===== config.mk =====
export PLATFORM = sky130hd
export DESIGN_NAME = hazard_unit_p
export DESIGN_NICKNAME = d
export VERILOG_FILES = /design/src/rtl/hazard_unit_p.sv
export SDC_FILE = /design/constraint.sdc
export NUM_CORES = 1
export LEC_CHECK = 0
export ABC_AREA = 1
export BUFFER_PORTS_ARGS = -buffer_cell sky130_fd_sc_hd__buf_2
export CORE_UTILIZATION = 57
export CTS_CLUSTER_DIAMETER = 50
export DETAILED_ROUTE_END_ITERATION = 8
export GPL_ROUTABILITY_DRIVEN = 0
export HOLD_SLACK_MARGIN = 0.03
export PLACE_DENSITY = 0.86
export SLEW_MARGIN = 10
export SYNTH_ARGS = -nofsm -noshare
export SYNTH_HDL_FRONTEND = slang
export SYNTH_SLANG_ARGS = --single-unit

===== constraint.sdc =====
create_clock -name clk -period 3.3 [get_ports clk]
set_input_delay 0 -clock clk [delete_from_list [all_inputs] [get_ports clk]]
set_output_delay 0 -clock clk [all_outputs]
set_load 0.005 [all_outputs]

===== src/rtl/hazard_unit_p.sv =====
// Hazard unit for the 5-stage MIPS pipeline: stall/flush/forward controls,
// MDU busy interlock and a saturating stall-cycle counter.
module hazard_unit_p #(
    parameter int REG_W   = 5,
    parameter int FWD_EN  = 1,
    parameter int MDU_LAT = 4,
    parameter int CNT_W   = 32
) (
    input  logic             clk,
    input  logic             rst,
    input  logic             BranchD,
    input  logic             BranchTakenD,
    input  logic [REG_W-1:0] RsD,
    input  logic [REG_W-1:0] RtD,
    input  logic [REG_W-1:0] RsE,
    input  logic [REG_W-1:0] RtE,
    input  logic             MemToRegE,
    input  logic             RegWriteE,
    input  logic [REG_W-1:0] WriteRegE,
    input  logic             MemToRegM,
    input  logic             RegWriteM,
    input  logic [REG_W-1:0] WriteRegM,
    input  logic             RegWriteW,
    input  logic [REG_W-1:0] WriteRegW,
    input  logic             MduStartE,
    input  logic             MduUseD,
    output logic             StallF,
    output logic             StallD,
    output logic             FlushD,
    output logic             FlushE,
    output logic             ForwardAD,
    output logic             ForwardBD,
    output logic [1:0]       ForwardAE,
    output logic [1:0]       ForwardBE,
    output logic             MduBusy,
    output logic [CNT_W-1:0] StallCount
);

    localparam logic [3:0] MDU_LAT_C = 4'(MDU_LAT);

    logic [3:0]       mdu_cnt_q, mdu_cnt_d;
    logic [CNT_W-1:0] stall_cnt_q, stall_cnt_d;
    logic             lw_stall, branch_stall, raw_stall, mdu_stall, stall, mdu_busy;
    logic [1:0]       fwd_ae, fwd_be;
    logic             fwd_ad, fwd_bd;

    // Register 0 is hardwired, so it never creates a dependency.
    function automatic logic hit(input logic [REG_W-1:0] a, input logic [REG_W-1:0] b);
        return (a != '0) && (a == b);
    endfunction

    function automatic logic [1:0] fwd_sel(input logic [REG_W-1:0] src);
        logic [1:0] sel;
        sel = 2'b00;
        if (RegWriteM && hit(src, WriteRegM)) begin
            sel = 2'b10;
        end else if (RegWriteW && hit(src, WriteRegW)) begin
            sel = 2'b01;
        end
        return sel;
    endfunction

    always_comb begin
        fwd_ae    = 2'b00;
        fwd_be    = 2'b00;
        fwd_ad    = 1'b0;
        fwd_bd    = 1'b0;
        raw_stall = 1'b0;
        if (FWD_EN != 0) begin
            fwd_ae = fwd_sel(RsE);
            fwd_be = fwd_sel(RtE);
            fwd_ad = RegWriteM && hit(RsD, WriteRegM);
            fwd_bd = RegWriteM && hit(RtD, WriteRegM);
        end else begin
            // Without bypass paths any in-flight E/M writer of a D source must drain.
            raw_stall = (RegWriteE && (hit(RsD, WriteRegE) || hit(RtD, WriteRegE))) ||
                        (RegWriteM && (hit(RsD, WriteRegM) || hit(RtD, WriteRegM)));
        end

        lw_stall     = MemToRegE && (hit(RsD, RtE) || hit(RtD, RtE));
        branch_stall = BranchD &&
                       ((RegWriteE && (hit(RsD, WriteRegE) || hit(RtD, WriteRegE))) ||
                        (MemToRegM && (hit(RsD, WriteRegM) || hit(RtD, WriteRegM))));
        mdu_busy     = MduStartE || (mdu_cnt_q != 4'd0);
        mdu_stall    = MduUseD && mdu_busy;
        stall        = lw_stall || branch_stall || raw_stall || mdu_stall;

        if (MduStartE) begin
            mdu_cnt_d = MDU_LAT_C;
        end else if (mdu_cnt_q != 4'd0) begin
            mdu_cnt_d = mdu_cnt_q - 4'd1;
        end else begin
            mdu_cnt_d = mdu_cnt_q;
        end

        if (stall && (stall_cnt_q != '1)) begin
            stall_cnt_d = stall_cnt_q + CNT_W'(1);
        end else begin
            stall_cnt_d = stall_cnt_q;
        end

        // Reset masks every control output regardless of the stage inputs.
        StallF    = !rst && stall;
        StallD    = !rst && stall;
        FlushE    = !rst && stall;
        FlushD    = !rst && BranchTakenD && !stall;
        ForwardAD = !rst && fwd_ad;
        ForwardBD = !rst && fwd_bd;
        ForwardAE = rst ? 2'b00 : fwd_ae;
        ForwardBE = rst ? 2'b00 : fwd_be;
        MduBusy   = !rst && mdu_busy;
    end

    always_ff @(posedge clk) begin
        if (rst) begin
            mdu_cnt_q   <= 4'd0;
            stall_cnt_q <= '0;
        end else begin
            mdu_cnt_q   <= mdu_cnt_d;
            stall_cnt_q <= stall_cnt_d;
        end
    end

    assign StallCount = stall_cnt_q;

endmodule


==> metrics.md, run 1 <==
| Metric | Value |
|---|---|
| Status | `complete, no violations` |
| Initial drt markers | `288` |
| Vias/cell | `5.118` |
| Layout cells sized above 1 | `21.57%` |
| Die Wd | `75.37 microns` |
| Worst Tran Pin Value | `0.6053 ns` |
| Maximum vdd drop | `271.8 uV` |
| Setup Skew | `0.006662 ns` |
| P&R area growth vs syn | `17.46%` |
| Total grt overflow | `0` |
| Filler cells | `457` |
| CTS sink count | `36` |
| Setup crit end kind | `flop` |
| R2r setup slk | `1.01 ns` |
| DIE HEIGHT | `75.37 microns` |
| Detail Placement HPWL | `5.707 mm` |
| Initial core utilization | `59.69%` |
| Clock Tree Root | `clkbuf_8` |
| Reg2reg path depth | `10` |
| WP data arrival | `2.48 ns` |
| Post-synth net total | `565` |
| Number of synthesized register bits | `36` |
| First-pass GRT wire length | `12.56 mm` |
| CTS Buffer Depth | `2` |
| Clock insertion delay at the later pin of the skew report | `0.29 ns` |
| Post-DRT Antenna Nets | `0` |
| Routed WL per cell | `11.22 microns` |
| Max FO, Critical Path | `27` |
| Max frequency | `436.4 MHz` |
| Final Max Slew Viols | `0` |
| Final core utilization | `70.11%` |
| Post-CTS Resized | `0` |
| I/O Pins | `89` |
| Vias in the first global route | `3030` |
| Crit path capture | `StallCount[14]` |
| Primary FF master, synth | `dfxtp_1` |
| Type of the worst setup path | `flop to flop` |
| Leak Pwr | `1.966 nW` |
| Worst flop-to-flop path startpoint | `StallCount[0]` |
| Syn Std Cell Area | `3068 sq um` |
| Port bufs | `88` |
| Setup violations, final | `0` |
| Total die area | `5680 sq um` |
| Reg2reg end | `StallCount[14]` |
| Synth top area share | `23.49%` |
| Wirelength, routed | `7.498 mm` |
| Final Hold Viols | `0` |
| EDFF count, synth | `0` |
| Drt drc | `0` |
| Critical path required time | `3.49 ns` |
| Minimum clock period | `2.292 ns` |
| Pwr Density | `284.4 nW/um^2` |
| RSZ-0062 raised after global routing | `no` |
| CTS tree | `done` |
| Synth Instances | `517` |
| CP startpoint | `StallCount[0]` |
| Via count | `3419` |
| Hold Path Class | `input pin to primary output` |
| Clk pin slew, worst setup/hold paths | `0.07 ns` |
| Period utilization | `69.45%` |
| GRT Util Overall | `28.15%` |
| Initial antenna violation count | `0` |
| Critical Path Start Type | `flop` |
| Slew HR | `59.65%` |
| Top-count cell post-synth | `nand2_1` |
| CTS Buf Count | `5` |
| Seq/Total Area, Yosys | `23.49%` |
| Syn. warnings | `0` |
| Top cells by area, synth | `dfxtp_1 23%, nand2_1 15%, nor2_1 9.9%` |
| Largest net degree at the start of global routing | `65` |
| Max-Cap Viols | `0` |
| H-tree depth | `2` |
| Avg Cell Area, Syn | `5.934 sq um` |
| Core area | `5140 sq um` |
| Row count | `26` |
| Area leader, netlist | `dfxtp_1` |
| Postcts setup bufs | `0` |
| Synth async-reset ratio | `0%` |
| Post-synth top cells | `121 x nand2_1, 81 x nor2_1, 65 x inv_1, 56 x nand3_1, 36 x dfxtp_1` |
| Unique masters post-synth | `35` |
| TNS Setup | `0 ns` |
| Antenna diode count | `0` |
| TritonRoute pass-1 iters | `4` |
| Final Net Count | `645` |
==> registers in the layout (all words and copies together) (netlist names) <==
| register | cells |
|---|---|
| StallCount | 32 |
| mdu_cnt_q | 4 |
==> placed cells by master, fill, tap and decap left out, drive strengths merged, types with 3 or more instances in the layout <==
| master | n |
|---|---|
| nand2 | 128 |
| buf | 90 |
| nor2 | 85 |
| inv | 78 |
| nand3 | 60 |
| dfxtp | 36 |
| a21oi | 35 |
| xor2 | 19 |
| xnor2 | 14 |
| nor3 | 8 |
| clkbuf | 7 |
| o21ai | 6 |
| nor4 | 5 |
| nand4 | 5 |
| o22ai | 3 |
| and3 | 3 |
==> power breakdown <==
part	total, W	switching [W]	internal [W]
logic	0.000239	0.000144	0.0000946
registers	0.000453	0.00000927	0.000444
clock network	0.000333	0.000164	0.000170
==> final cells by class <==
cell class                 count  area [sq um]  area share (%)
multi-input combinational    383          1929           53.54
clock buffer                   7         86.33           2.396
clock inverter                 1         7.507          0.2083
inverter                      79         296.5           8.229
sequential                    36         720.7           20.00
tap                           70         87.58           2.431
timing repair buffer          92         475.5           13.19
==> metal layers <==
layer	up-vias	part of all wire, %	track usage, %
met1	1500	43	32.25
li1	1788	-	-
met4	0	1.8	10.08
met3	15	5.7	4.365
met2	116	49	52.68
met5	-	0	0
==> timing repair <==
action,CTS,global route
hold buffers,2,0
setup endpoints to repair,0,0
endpoints found under the hold margin,2,0
==> worst max-delay path, cell delays in order, from the launching register on <==
cell and delay [ns]:
dfxtp_1 0.40, ha_1 0.22, nand3_2 0.10, nor2_4 0.15
nand4_4 0.12, nor2_4 0.16, nand4_4 0.37, inv_1 0.32
nor2_1 0.09, a21oi_1 0.17, nor2_1 0.06
==> kinds of logic after synthesis <==
| logic type | after synthesis | share of synthesized area (%) |
|---|---|---|
| xor+xnor | 33 | 9.421 |
| buf+inv | 98 | 13.62 |
| flops | 36 | 23.49 |
| compound gates | 52 | 9.299 |
| simple gates | 296 | 43.35 |
| fa+ha+maj | 2 | 0.8155 |
==> worst min-delay path by stage <==
stage,from,endpoint,slack [ns],cells past startpoint
floorplan,rst,ForwardAE[1],0.03,1
global route,BranchTakenD,FlushD,0.35,4
finish,BranchTakenD,FlushD,0.34,4
CTS,BranchTakenD,FlushD,0.33,4
global placement,rst,mdu_cnt_q[2],0.28,2
detailed placement,rst,mdu_cnt_q[2],0.30,2
==> metrics by stage <==
| step | power, W | area [sq um] | cells | hold WS [ns] | setup WS [ns] |
|---|---|---|---|---|---|
| 6_report | 0.001025 | 3603 | 668 | 0.3359 | 1.008 |
| 5_1_grt | 0.001084 | 3603 | 668 | 0.3469 | 0.7595 |
| 4_1_cts | 0.001029 | 3603 | 668 | 0.3279 | 1.037 |
| 3_5_place_dp | 0.0006980 | 3490 | 658 | 0.3013 | 1.048 |
| 3_3_place_gp | 0.0006910 | 3490 | 658 | 0.2809 | 1.128 |
| 2_1_floorplan | 0.0006257 | 3068 | 517 | 0.03110 | 1.508 |
Note: power is estimated with default switching activity, not from simulation.
==> run 2: changes to the inputs <==
--- a/config.mk
+++ b/config.mk
@@ -7,12 +7,12 @@
 export LEC_CHECK = 0
 export ABC_AREA = 1
 export BUFFER_PORTS_ARGS = -buffer_cell sky130_fd_sc_hd__buf_2
-export CORE_UTILIZATION = 57
+export CORE_UTILIZATION = 48
 export CTS_CLUSTER_DIAMETER = 50
 export DETAILED_ROUTE_END_ITERATION = 8
 export GPL_ROUTABILITY_DRIVEN = 0
 export HOLD_SLACK_MARGIN = 0.03
-export PLACE_DENSITY = 0.86
+export PLACE_DENSITY = 0.77
 export SLEW_MARGIN = 10
 export SYNTH_ARGS = -nofsm -noshare
 export SYNTH_HDL_FRONTEND = slang
==> constraint.sdc (replaced) <==
create_clock -name clk -period 1.9 [get_ports clk]
set_input_delay 0 -clock clk [delete_from_list [all_inputs] [get_ports clk]]
set_output_delay 0 -clock clk [all_outputs]
set_load 0.005 [all_outputs]
==> run 2 against run 1 <==
Effect of this change: non-clock buffer count up 19; power up 96%; final cell count up 3.6%; core utilization down 3.6 points; sequential power up 73%; register-to-register slack worse by 0.97 ns; combinational power up 97%; clock power up 130%; cell area up 11%; critical endpoint is now StallCount[6]; highest routed layer unchanged.
==> metrics.md, run 2 (synthesis gave the netlist of run 1 again) <==
| Metric | Value |
|---|---|
| Final Hold Viols | `0 (unchanged)` |
| Status | `complete, no violations (unchanged)` |
| Type of the worst setup path | `flop to flop (unchanged)` |
| Worst Hold Launch | `MduStartE (was BranchTakenD)` |
| Final core utilization | `66.47% (was 70.11%)` |
| Total grt overflow | `0 (unchanged)` |
| Pre-CTS setup slack | `0.03484 ns (was 1.048 ns)` |
| Critical Path Start Type | `flop (unchanged)` |
| Max FO, Critical Path | `7 (was 27)` |
| Largest delay contributor family on the critical path | `simple AND/OR/NAND/NOR gates (unchanged)` |
| CTS sink count | `36 (unchanged)` |
| Via count | `3530 (was 3419)` |
| Setup violations, final | `0 (unchanged)` |
| First-pass GRT wire length | `13.37 mm (was 12.56 mm)` |
| Max reg flops | `32 (unchanged)` |
| Layout cells sized above 1 | `31.77% (was 21.57%)` |
| Wirelength, routed | `8.219 mm (was 7.498 mm)` |
| Final Max Slew Viols | `0 (unchanged)` |
| Commonest non-fill, non-tap cell in the layout | `nand2_1 (unchanged)` |
| Initial drt markers | `205 (was 288)` |
| Max-Cap Viols | `0 (unchanged)` |
| GR Layer Usage met1 | `29.02% (was 32.25%)` |
| H-tree depth | `2 (unchanged)` |
| TNS Setup | `0 ns (unchanged)` |
| DIE HEIGHT | `81.95 microns (was 75.37 microns)` |
| Leak Pwr | `2.127 nW (was 1.966 nW)` |
| Total die area | `6715 sq um (was 5680 sq um)` |
| Port bufs | `88 (unchanged)` |
| CP Buf/Inv Count | `2 (was 1)` |
| GR met2 Demand/Resource | `46.20% (was 52.68%)` |
| Filler cells | `540 (was 457)` |
| Minimum clock period | `1.866 ns (was 2.292 ns)` |
| WP data arrival | `2.08 ns (was 2.48 ns)` |
| Vias in the first global route | `3177 (was 3030)` |
| CP cell instances | `ha_4, nand3_4, nor2_4, nand4_4, nor2_4, nand4_4, buf_12, nand2_1, inv_2, nand3_2, nand2_1, nor2_1 (was ha_1, nand3_2, nor2_4, nand4_4, nor2_4, nand4_4, inv_1, nor2_1, a21oi_1, nor2_1)` |
| Post-DRT Antenna Nets | `0 (unchanged)` |
| Initial antenna violation count | `0 (unchanged)` |
| CP max stage delay | `0.36 ns (was 0.40 ns)` |
| Clock Tree Root | `clkbuf_8 (unchanged)` |
| I/O Pins | `89 (unchanged)` |
| CP startpoint | `StallCount[0] (unchanged)` |
| CTS Buffer Depth | `2 (unchanged)` |
| Detail Placement HPWL | `6.078 mm (was 5.707 mm)` |
| Routed WL per cell | `11.88 microns (was 11.22 microns)` |
| Antenna diode count | `0 (unchanged)` |
| GRT Util Overall | `24.92% (was 28.15%)` |
| Slew HR | `74.51% (was 59.65%)` |
| Hold Path Class | `input pin to flop (was input pin to primary output)` |
| Period utilization | `98.21% (was 69.45%)` |
| Setup crit end kind | `flop (unchanged)` |
| Slowest cell on crit path | `dfxtp_2 (was dfxtp_1)` |
| CTS tree | `done (unchanged)` |
| Maximum vdd drop | `313.9 uV (was 271.8 uV)` |
| Clock insertion delay at the later pin of the skew report | `0.29 ns (about the same)` |
| Die Wd | `81.95 microns (was 75.37 microns)` |
| Largest net degree at the start of global routing | `36 (was 65)` |
| P&R area growth vs syn | `30.55% (was 17.46%)` |
| RSZ-0062 raised after global routing | `yes (was no)` |
| Final Net Count | `664 (was 645)` |
| Drt drc | `0 (unchanged)` |
| Hold Slack | `0.06794 ns (was 0.3359 ns)` |
| Commonest cells after routing, fill and taps aside | `118 x nand2_1, 88 x buf_2, 76 x nor2_1 (was 121 x nand2_1, 88 x buf_2, 81 x nor2_1)` |
| Row count | `28 (was 26)` |
| Vias/cell | `5.101 (was 5.118)` |
| Worst Tran Pin Value | `0.3823 ns (was 0.6053 ns)` |
| TritonRoute pass-1 iters | `4 (unchanged)` |
| Setup Skew | `0.004076 ns (was 0.006662 ns)` |
| Core area | `6026 sq um (was 5140 sq um)` |
| M3 GR Usage | `4.111% (was 4.365%)` |
| Clk pin slew, worst setup/hold paths | `0.08 ns (was 0.07 ns)` |
| Pwr Density | `502.1 nW/um^2 (was 284.4 nW/um^2)` |
| Max frequency | `535.9 MHz (was 436.4 MHz)` |
| Worst flop-to-flop path startpoint | `StallCount[0] (unchanged)` |
| GR peak layer | `met2 (unchanged)` |
| Critical path required time | `2.12 ns (was 3.49 ns)` |
| CTS Buf Count | `5 (unchanged)` |
| Setup ws final | `0.03397 ns (was 1.008 ns)` |
| Initial core utilization | `50.91% (was 59.69%)` |
==> run 2: changes by cell type in the layout (fill, tap and decap cells not counted), moves of 5 or more <==
cell,delta
a21oi_1,-10
a21oi_2,+10
buf_4,+16
dfxtp_1,-8
dfxtp_2,+7
inv_1,-7
inv_2,+7
nand3_1,-8
nand3_2,+7
nor2_1,-5
==> run 2: power by group <==
part	internal (W)	switching (W)	leakage, nW
clock	0.000463	0.000293	0.0645
sequential	0.000770	0.0000136	0.295
combinational	0.000196	0.000274	1.77
total	0.00143	0.000581	2.13
==> run 2: timing repair <==
action	CTS	global route
endpoints found under the hold margin	1	0
cloned	0	1
setup endpoints to repair	1	30
setup buffers	0	2
hold buffers	1	0
pin swaps	0	8
resized for setup	1	56
==> run 2: final timing paths <==
| check | end | slack, ns | cells past startpoint |
|---|---|---|---|
| worst max-delay path | StallCount[6] | 0.03 | 12 |
| worst min-delay path | mdu_cnt_q[0] | 0.07 | 4 |
| worst max register to register | StallCount[6] | 0.03 | 12 |
| worst min register to register | mdu_cnt_q[0] | 0.50 | 2 |
==> run 2: worst reg2reg max path: stages, from the launching register on <==
cell and delay [ns]:
dfxtp_2 0.36, ha_4 0.16, nand3_4 0.08, nor2_4 0.15
nand4_4 0.11, nor2_4 0.16, nand4_4 0.19, buf_12 0.21
nand2_1 0.07, inv_2 0.05, nand3_2 0.07, nand2_1 0.05
nor2_1 0.13
==> run 2: layer usage <==
metal / share of wire (%) / up-vias
met3: 4.9 / 15
met1: 43 / 1571
met5: 0 / -
met2: 50 / 113
met4: 2.0 / 0
li1: - / 1831
==> run 2: cell type report <==
type                       count  area [sq um]  area share, %
multi-input combinational    383          2090          52.17
sequential                    36         733.2          18.31
timing repair buffer         111         665.6          16.62
inverter                      79         296.5          7.404
clock buffer                   7         96.34          2.405
tap                           75         93.84          2.343
clock inverter                 1         30.03         0.7498
==> run 2: metrics by stage <==
step / cells / area (sq um) / total power [W]
after floorplan: 517 / 3068 / 0.001087
final: 692 / 4005 / 0.002011
after global routing: 692 / 4005 / 0.002114
after CTS: 689 / 3776 / 0.001988
after detailed placement: 680 / 3636 / 0.001243
after global placement: 680 / 3636 / 0.001232
==> run 3: changes to the inputs <==
--- a/config.mk
+++ b/config.mk
@@ -5,15 +5,14 @@
 export SDC_FILE = /design/constraint.sdc
 export NUM_CORES = 1
 export LEC_CHECK = 0
-export ABC_AREA = 1
 export BUFFER_PORTS_ARGS = -buffer_cell sky130_fd_sc_hd__buf_2
-export CORE_UTILIZATION = 48
+export CAP_MARGIN = 20
+export CORE_UTILIZATION = 47
 export CTS_CLUSTER_DIAMETER = 50
 export DETAILED_ROUTE_END_ITERATION = 8
 export GPL_ROUTABILITY_DRIVEN = 0
 export HOLD_SLACK_MARGIN = 0.03
 export PLACE_DENSITY = 0.77
-export SLEW_MARGIN = 10
 export SYNTH_ARGS = -nofsm -noshare
 export SYNTH_HDL_FRONTEND = slang
 export SYNTH_SLANG_ARGS = --single-unit
==> run 3 against run 2 <==
Effect of this change: the flow now finishes with violations (setup timing); count of clock-buffer cells in the layout fell by 1; register-to-register slack got worse by 0.31 ns; clock skew increased by 0.0049 ns; area after synthesis shrank 10%; cell area grew 1.5%; highest routed layer unchanged.
==> metrics.md, run 3 <==
| Metric | Value |
|---|---|
| CP max stage delay | `0.34 ns (was 0.36 ns)` |
| Maximum vdd drop | `254.0 uV (was 313.9 uV)` |
| Worst flop-to-flop path startpoint | `mdu_cnt_q[1] (was StallCount[0])` |
| Most used cell, CP | `inv_2` |
| Synth top area share | `26.24% (was 23.49%)` |
| TritonRoute pass-1 iters | `6 (was 4)` |
| Slowest cell on crit path | `or3_4 (was dfxtp_2)` |
| Vias/cell | `5.638 (was 5.101)` |
| Minimum clock period | `2.222 ns (was 1.866 ns)` |
| First-pass GRT wire length | `13.29 mm (was 13.37 mm)` |
| Die Wd | `78.44 microns (was 81.95 microns)` |
| Main combinational cell family by area after synthesis | `simple AND/OR/NAND/NOR gates (unchanged)` |
| Status | `complete, but fails checks (was complete, no violations)` |
| Total die area | `6153 sq um (was 6715 sq um)` |
| Switching share of power | `30.47% (was 28.89%)` |
| Antenna diode count | `0 (unchanged)` |
| DIE HEIGHT | `78.44 microns (was 81.95 microns)` |
| Final core utilization | `72.93% (was 66.47%)` |
| Max frequency | `450.1 MHz (was 535.9 MHz)` |
| Comb pwr share | `31.0% (was 23.4%)` |
| CTS sink count | `36 (unchanged)` |
| Synth async-reset ratio | `0% (unchanged)` |
| WP data arrival | `2.22 ns (was 2.08 ns)` |
| Period utilization | `116.9% (was 98.21%)` |
| CP cell instances | `inv_2, ha_4, inv_2, or3_4, o21a_1, a21oi_2, o211a_1, buf_12, buf_8, and3b_1, buf_2 (was ha_4, nand3_4, nor2_4, nand4_4, nor2_4, nand4_4, buf_12, nand2_1, inv_2, nand3_2, nand2_1, nor2_1)` |
| Detail Placement HPWL | `5.877 mm (was 6.078 mm)` |
| Clock insertion delay at the later pin of the skew report | `0.29 ns (about the same)` |
| Setup ws final | `-0.3216 ns (was 0.03397 ns)` |
| Max-Cap Viols | `0 (unchanged)` |
| CP Buf/Inv Count | `5 (was 2)` |
| Final Hold Viols | `0 (unchanged)` |
| Largest net degree at the start of global routing | `54 (was 36)` |
| Post-DRT Antenna Nets | `0 (unchanged)` |
| Commonest non-fill, non-tap cell in the layout | `buf_2 (was nand2_1)` |
| Seq/Total Area, Yosys | `26.24% (was 23.49%)` |
| Avg Cell Area, Syn | `8.054 sq um (was 5.934 sq um)` |
| Commonest cells after routing, fill and taps aside | `88 x buf_2, 66 x buf_4, 40 x xnor2_1 (was 118 x nand2_1, 88 x buf_2, 76 x nor2_1)` |
| Clock Tree Root | `clkbuf_8 (unchanged)` |
| Final Net Count | `534 (was 664)` |
| Setup Skew | `0.008981 ns (was 0.004076 ns)` |
| Via count | `3146 (was 3530)` |
| Slew HR | `27.76% (was 74.51%)` |
| Unique masters post-synth | `42 (was 35)` |
| RSZ-0062 raised after global routing | `yes (unchanged)` |
| Top cells by area, synth | `dfxtp_1 26%, xnor2_1 13%, mux2_4 5.5% (was dfxtp_1 23%, nand2_1 15%, nor2_1 9.9%)` |
| Row count | `27 (was 28)` |
| Worst Hold Launch | `RegWriteM (was MduStartE)` |
| P&R area growth vs syn | `48.02% (was 30.55%)` |
| Layout cells sized above 1 | `48.15% (was 31.77%)` |
| Core area | `5574 sq um (was 6026 sq um)` |
| Critical Path Start Type | `flop (unchanged)` |
| GRT Util Overall | `26.93% (was 24.92%)` |
| CTS tree | `done (unchanged)` |
| Mux share of post-synthesis cell area | `5.467% (was 0%)` |
| Port bufs | `88 (unchanged)` |
| I/O Pins | `89 (unchanged)` |
| Max reg flops | `32 (unchanged)` |
| Int Power | `0.001320 W (was 0.001430 W)` |
| Type of the worst setup path | `flop to primary output (was flop to flop)` |
| Total grt overflow | `0 (unchanged)` |
| Clock power share | `28.1% (was 37.6%)` |
| Post-synthesis simple-gate area fraction | `33.58% (was 43.35%)` |
| Vias in the first global route | `3009 (was 3177)` |
| XOR/XNOR share of the synthesized area | `16.26% (was 9.421%)` |
| Syn. warnings | `0 (unchanged)` |
| Synth Instances | `341 (was 517)` |
| Setup crit end kind | `primary output (was flop)` |
| Worst Tran Pin Value | `1.084 ns (was 0.3823 ns)` |
| Area share of fa/ha/maj cells after synthesis | `0.9112% (was 0.8157%)` |
| CTS Buffer Depth | `2 (unchanged)` |
| Initial drt markers | `223 (was 205)` |
| Clk pin slew, worst setup/hold paths | `0.07 ns (was 0.08 ns)` |
| Leak Pwr | `1.709 nW (was 2.127 nW)` |
| Drt drc | `0 (unchanged)` |
| Max FO, Critical Path | `4 (was 7)` |
| Hold Slack | `0.3852 ns (was 0.06794 ns)` |
| Pwr Density | `467.2 nW/um^2 (was 502.1 nW/um^2)` |
| Initial core utilization | `49.27% (was 50.91%)` |
| Wirelength, routed | `8.439 mm (was 8.219 mm)` |
| Number of synthesized register bits | `36 (unchanged)` |
| Critical path required time | `1.90 ns (was 2.12 ns)` |
| Filler cells | `403 (was 540)` |
| Post-synth net total | `389 (was 565)` |
| Initial antenna violation count | `0 (unchanged)` |
| Sequential Power Share | `40.8% (was 39.0%)` |
| H-tree depth | `2 (unchanged)` |
| CP startpoint | `mdu_cnt_q[1] (was StallCount[0])` |
| Routed WL per cell | `15.12 microns (was 11.88 microns)` |
| Top-count cell post-synth | `xnor2_1 (was nand2_1)` |
| Hold Path Class | `input pin to primary output (was input pin to flop)` |
| Final Max Slew Viols | `0 (unchanged)` |
| Largest delay contributor family on the critical path | `simple AND/OR/NAND/NOR gates (unchanged)` |
| TNS Setup | `-7.209 ns (was 0 ns)` |
| Failing checks | `setup timing` |
| Post-synth top cells | `40 x xnor2_1, 36 x dfxtp_1, 27 x a21oi_1, 22 x nor2_1, 19 x nand2_1 (was 121 x nand2_1, 81 x nor2_1, 65 x inv_1, 56 x nand3_1, 36 x dfxtp_1)` |
| Area leader, netlist | `dfxtp_1 (unchanged)` |
| EDFF count, synth | `0 (unchanged)` |
| Setup violations, final | `36 (was 0)` |
| Primary FF master, synth | `dfxtp_1 (unchanged)` |
| Switching power total | `0.0005787 W (was 0.0005810 W)` |
| Compound-Gate Fraction of Synth Area | `12.03% (was 9.299%)` |
| CTS Buf Count | `5 (unchanged)` |
| Syn Std Cell Area | `2746 sq um (was 3068 sq um)` |
[run 3: cell count changes after synthesis, sizes merged, moves of 8 or more]
cell / before / now
a21oi: 35 / 27
clkbuf: 3 / 17
inv: 78 / 3
mux2: 0 / 10
nand2: 128 / 19
nand3: 60 / 18
nor2: 85 / 24
nor2b: 0 / 14
o21ai: 6 / 16
or3: 0 / 17
or4: 0 / 10
xnor2: 14 / 40
xor2: 19 / 11
[run 3: through the flow]
stage	instances	total power (W)	setup slack, ns	cell area [sq um]
2_1_floorplan	341	0.001079	-0.2067	2793
3_3_place_gp	540	0.001254	-0.1162	3726
3_5_place_dp	540	0.001276	-0.1988	3726
4_1_cts	558	0.001877	-0.2566	3954
5_1_grt	558	0.001986	-0.4100	4065
6_report	558	0.001899	-0.3216	4065
[run 3: layer usage]
layer  global-route usage [%]  vias to the layer above  part of all wire [%]
met3                    5.116                       28                   5.5
li1                         -                     1509                     -
met2                    49.91                      133                    53
met5                        0                        -                     0
met1                    29.45                     1476                    39
met4                    12.04                        0                   2.9
[run 3: kinds of logic after synthesis]
kind of cell | count (synthesis)
AND/OR/NAND/NOR | 156
buffers and inverters | 30
XOR/XNOR | 51
flip-flops | 36
adder cells (fa/ha/maj) | 2
multiplexers | 10
AO/OA/AOI/OAI | 56
[run 3: worst paths after layout]
path / to / slack, ns / depth (start not counted)
min: ForwardAD / 0.39 / 4
max reg2reg: StallCount[10] / -0.28 / 11
max: FlushD / -0.32 / 11
min reg2reg: StallCount[23] / 0.51 / 2
[run 3: repair_timing]
item	4_1_cts	5_1_grt
hold buffers	1	0
setup buffers	9	2
gates resized for setup	11	38
hold endpoints to repair	3	0
pin swaps	15	22
setup endpoints to repair	36	36
gates cloned	1	0
[run 3: worst register-to-register path: cells and delay by family, from the launching register on]
kind,cells,cell delay [ns]
AO/OA/AOI/OAI,3,0.50
AND/OR/NAND/NOR,2,0.42
buffers and inverters,4,0.40
flip-flops,1,0.33
multiplexers,1,0.29
adder cells (fa/ha/maj),1,0.14
[run 3: area by class of cell]
class / count / area (sq um) / area share, %
Clock buffer: 6 / 72.57 / 1.785
Clock inverter: 1 / 5.005 / 0.1231
Inverter: 3 / 11.26 / 0.2770
Multi-Input combinational cell: 275 / 2043 / 50.26
Sequential cell: 36 / 724.4 / 17.82
Tap cell: 72 / 90.09 / 2.216
Timing Repair Buffer: 165 / 1119 / 27.52
[run 3: power groups by stage]
stage,Clock (W),Combinational [W],Sequential [W]
finish,0.000534,0.000590,0.000776
floorplan,0,0.000285,0.000795
global placement,0,0.000463,0.000791
CTS,0.000531,0.000572,0.000774
detailed placement,0,0.000484,0.000792
global route,0.000576,0.000634,0.000777
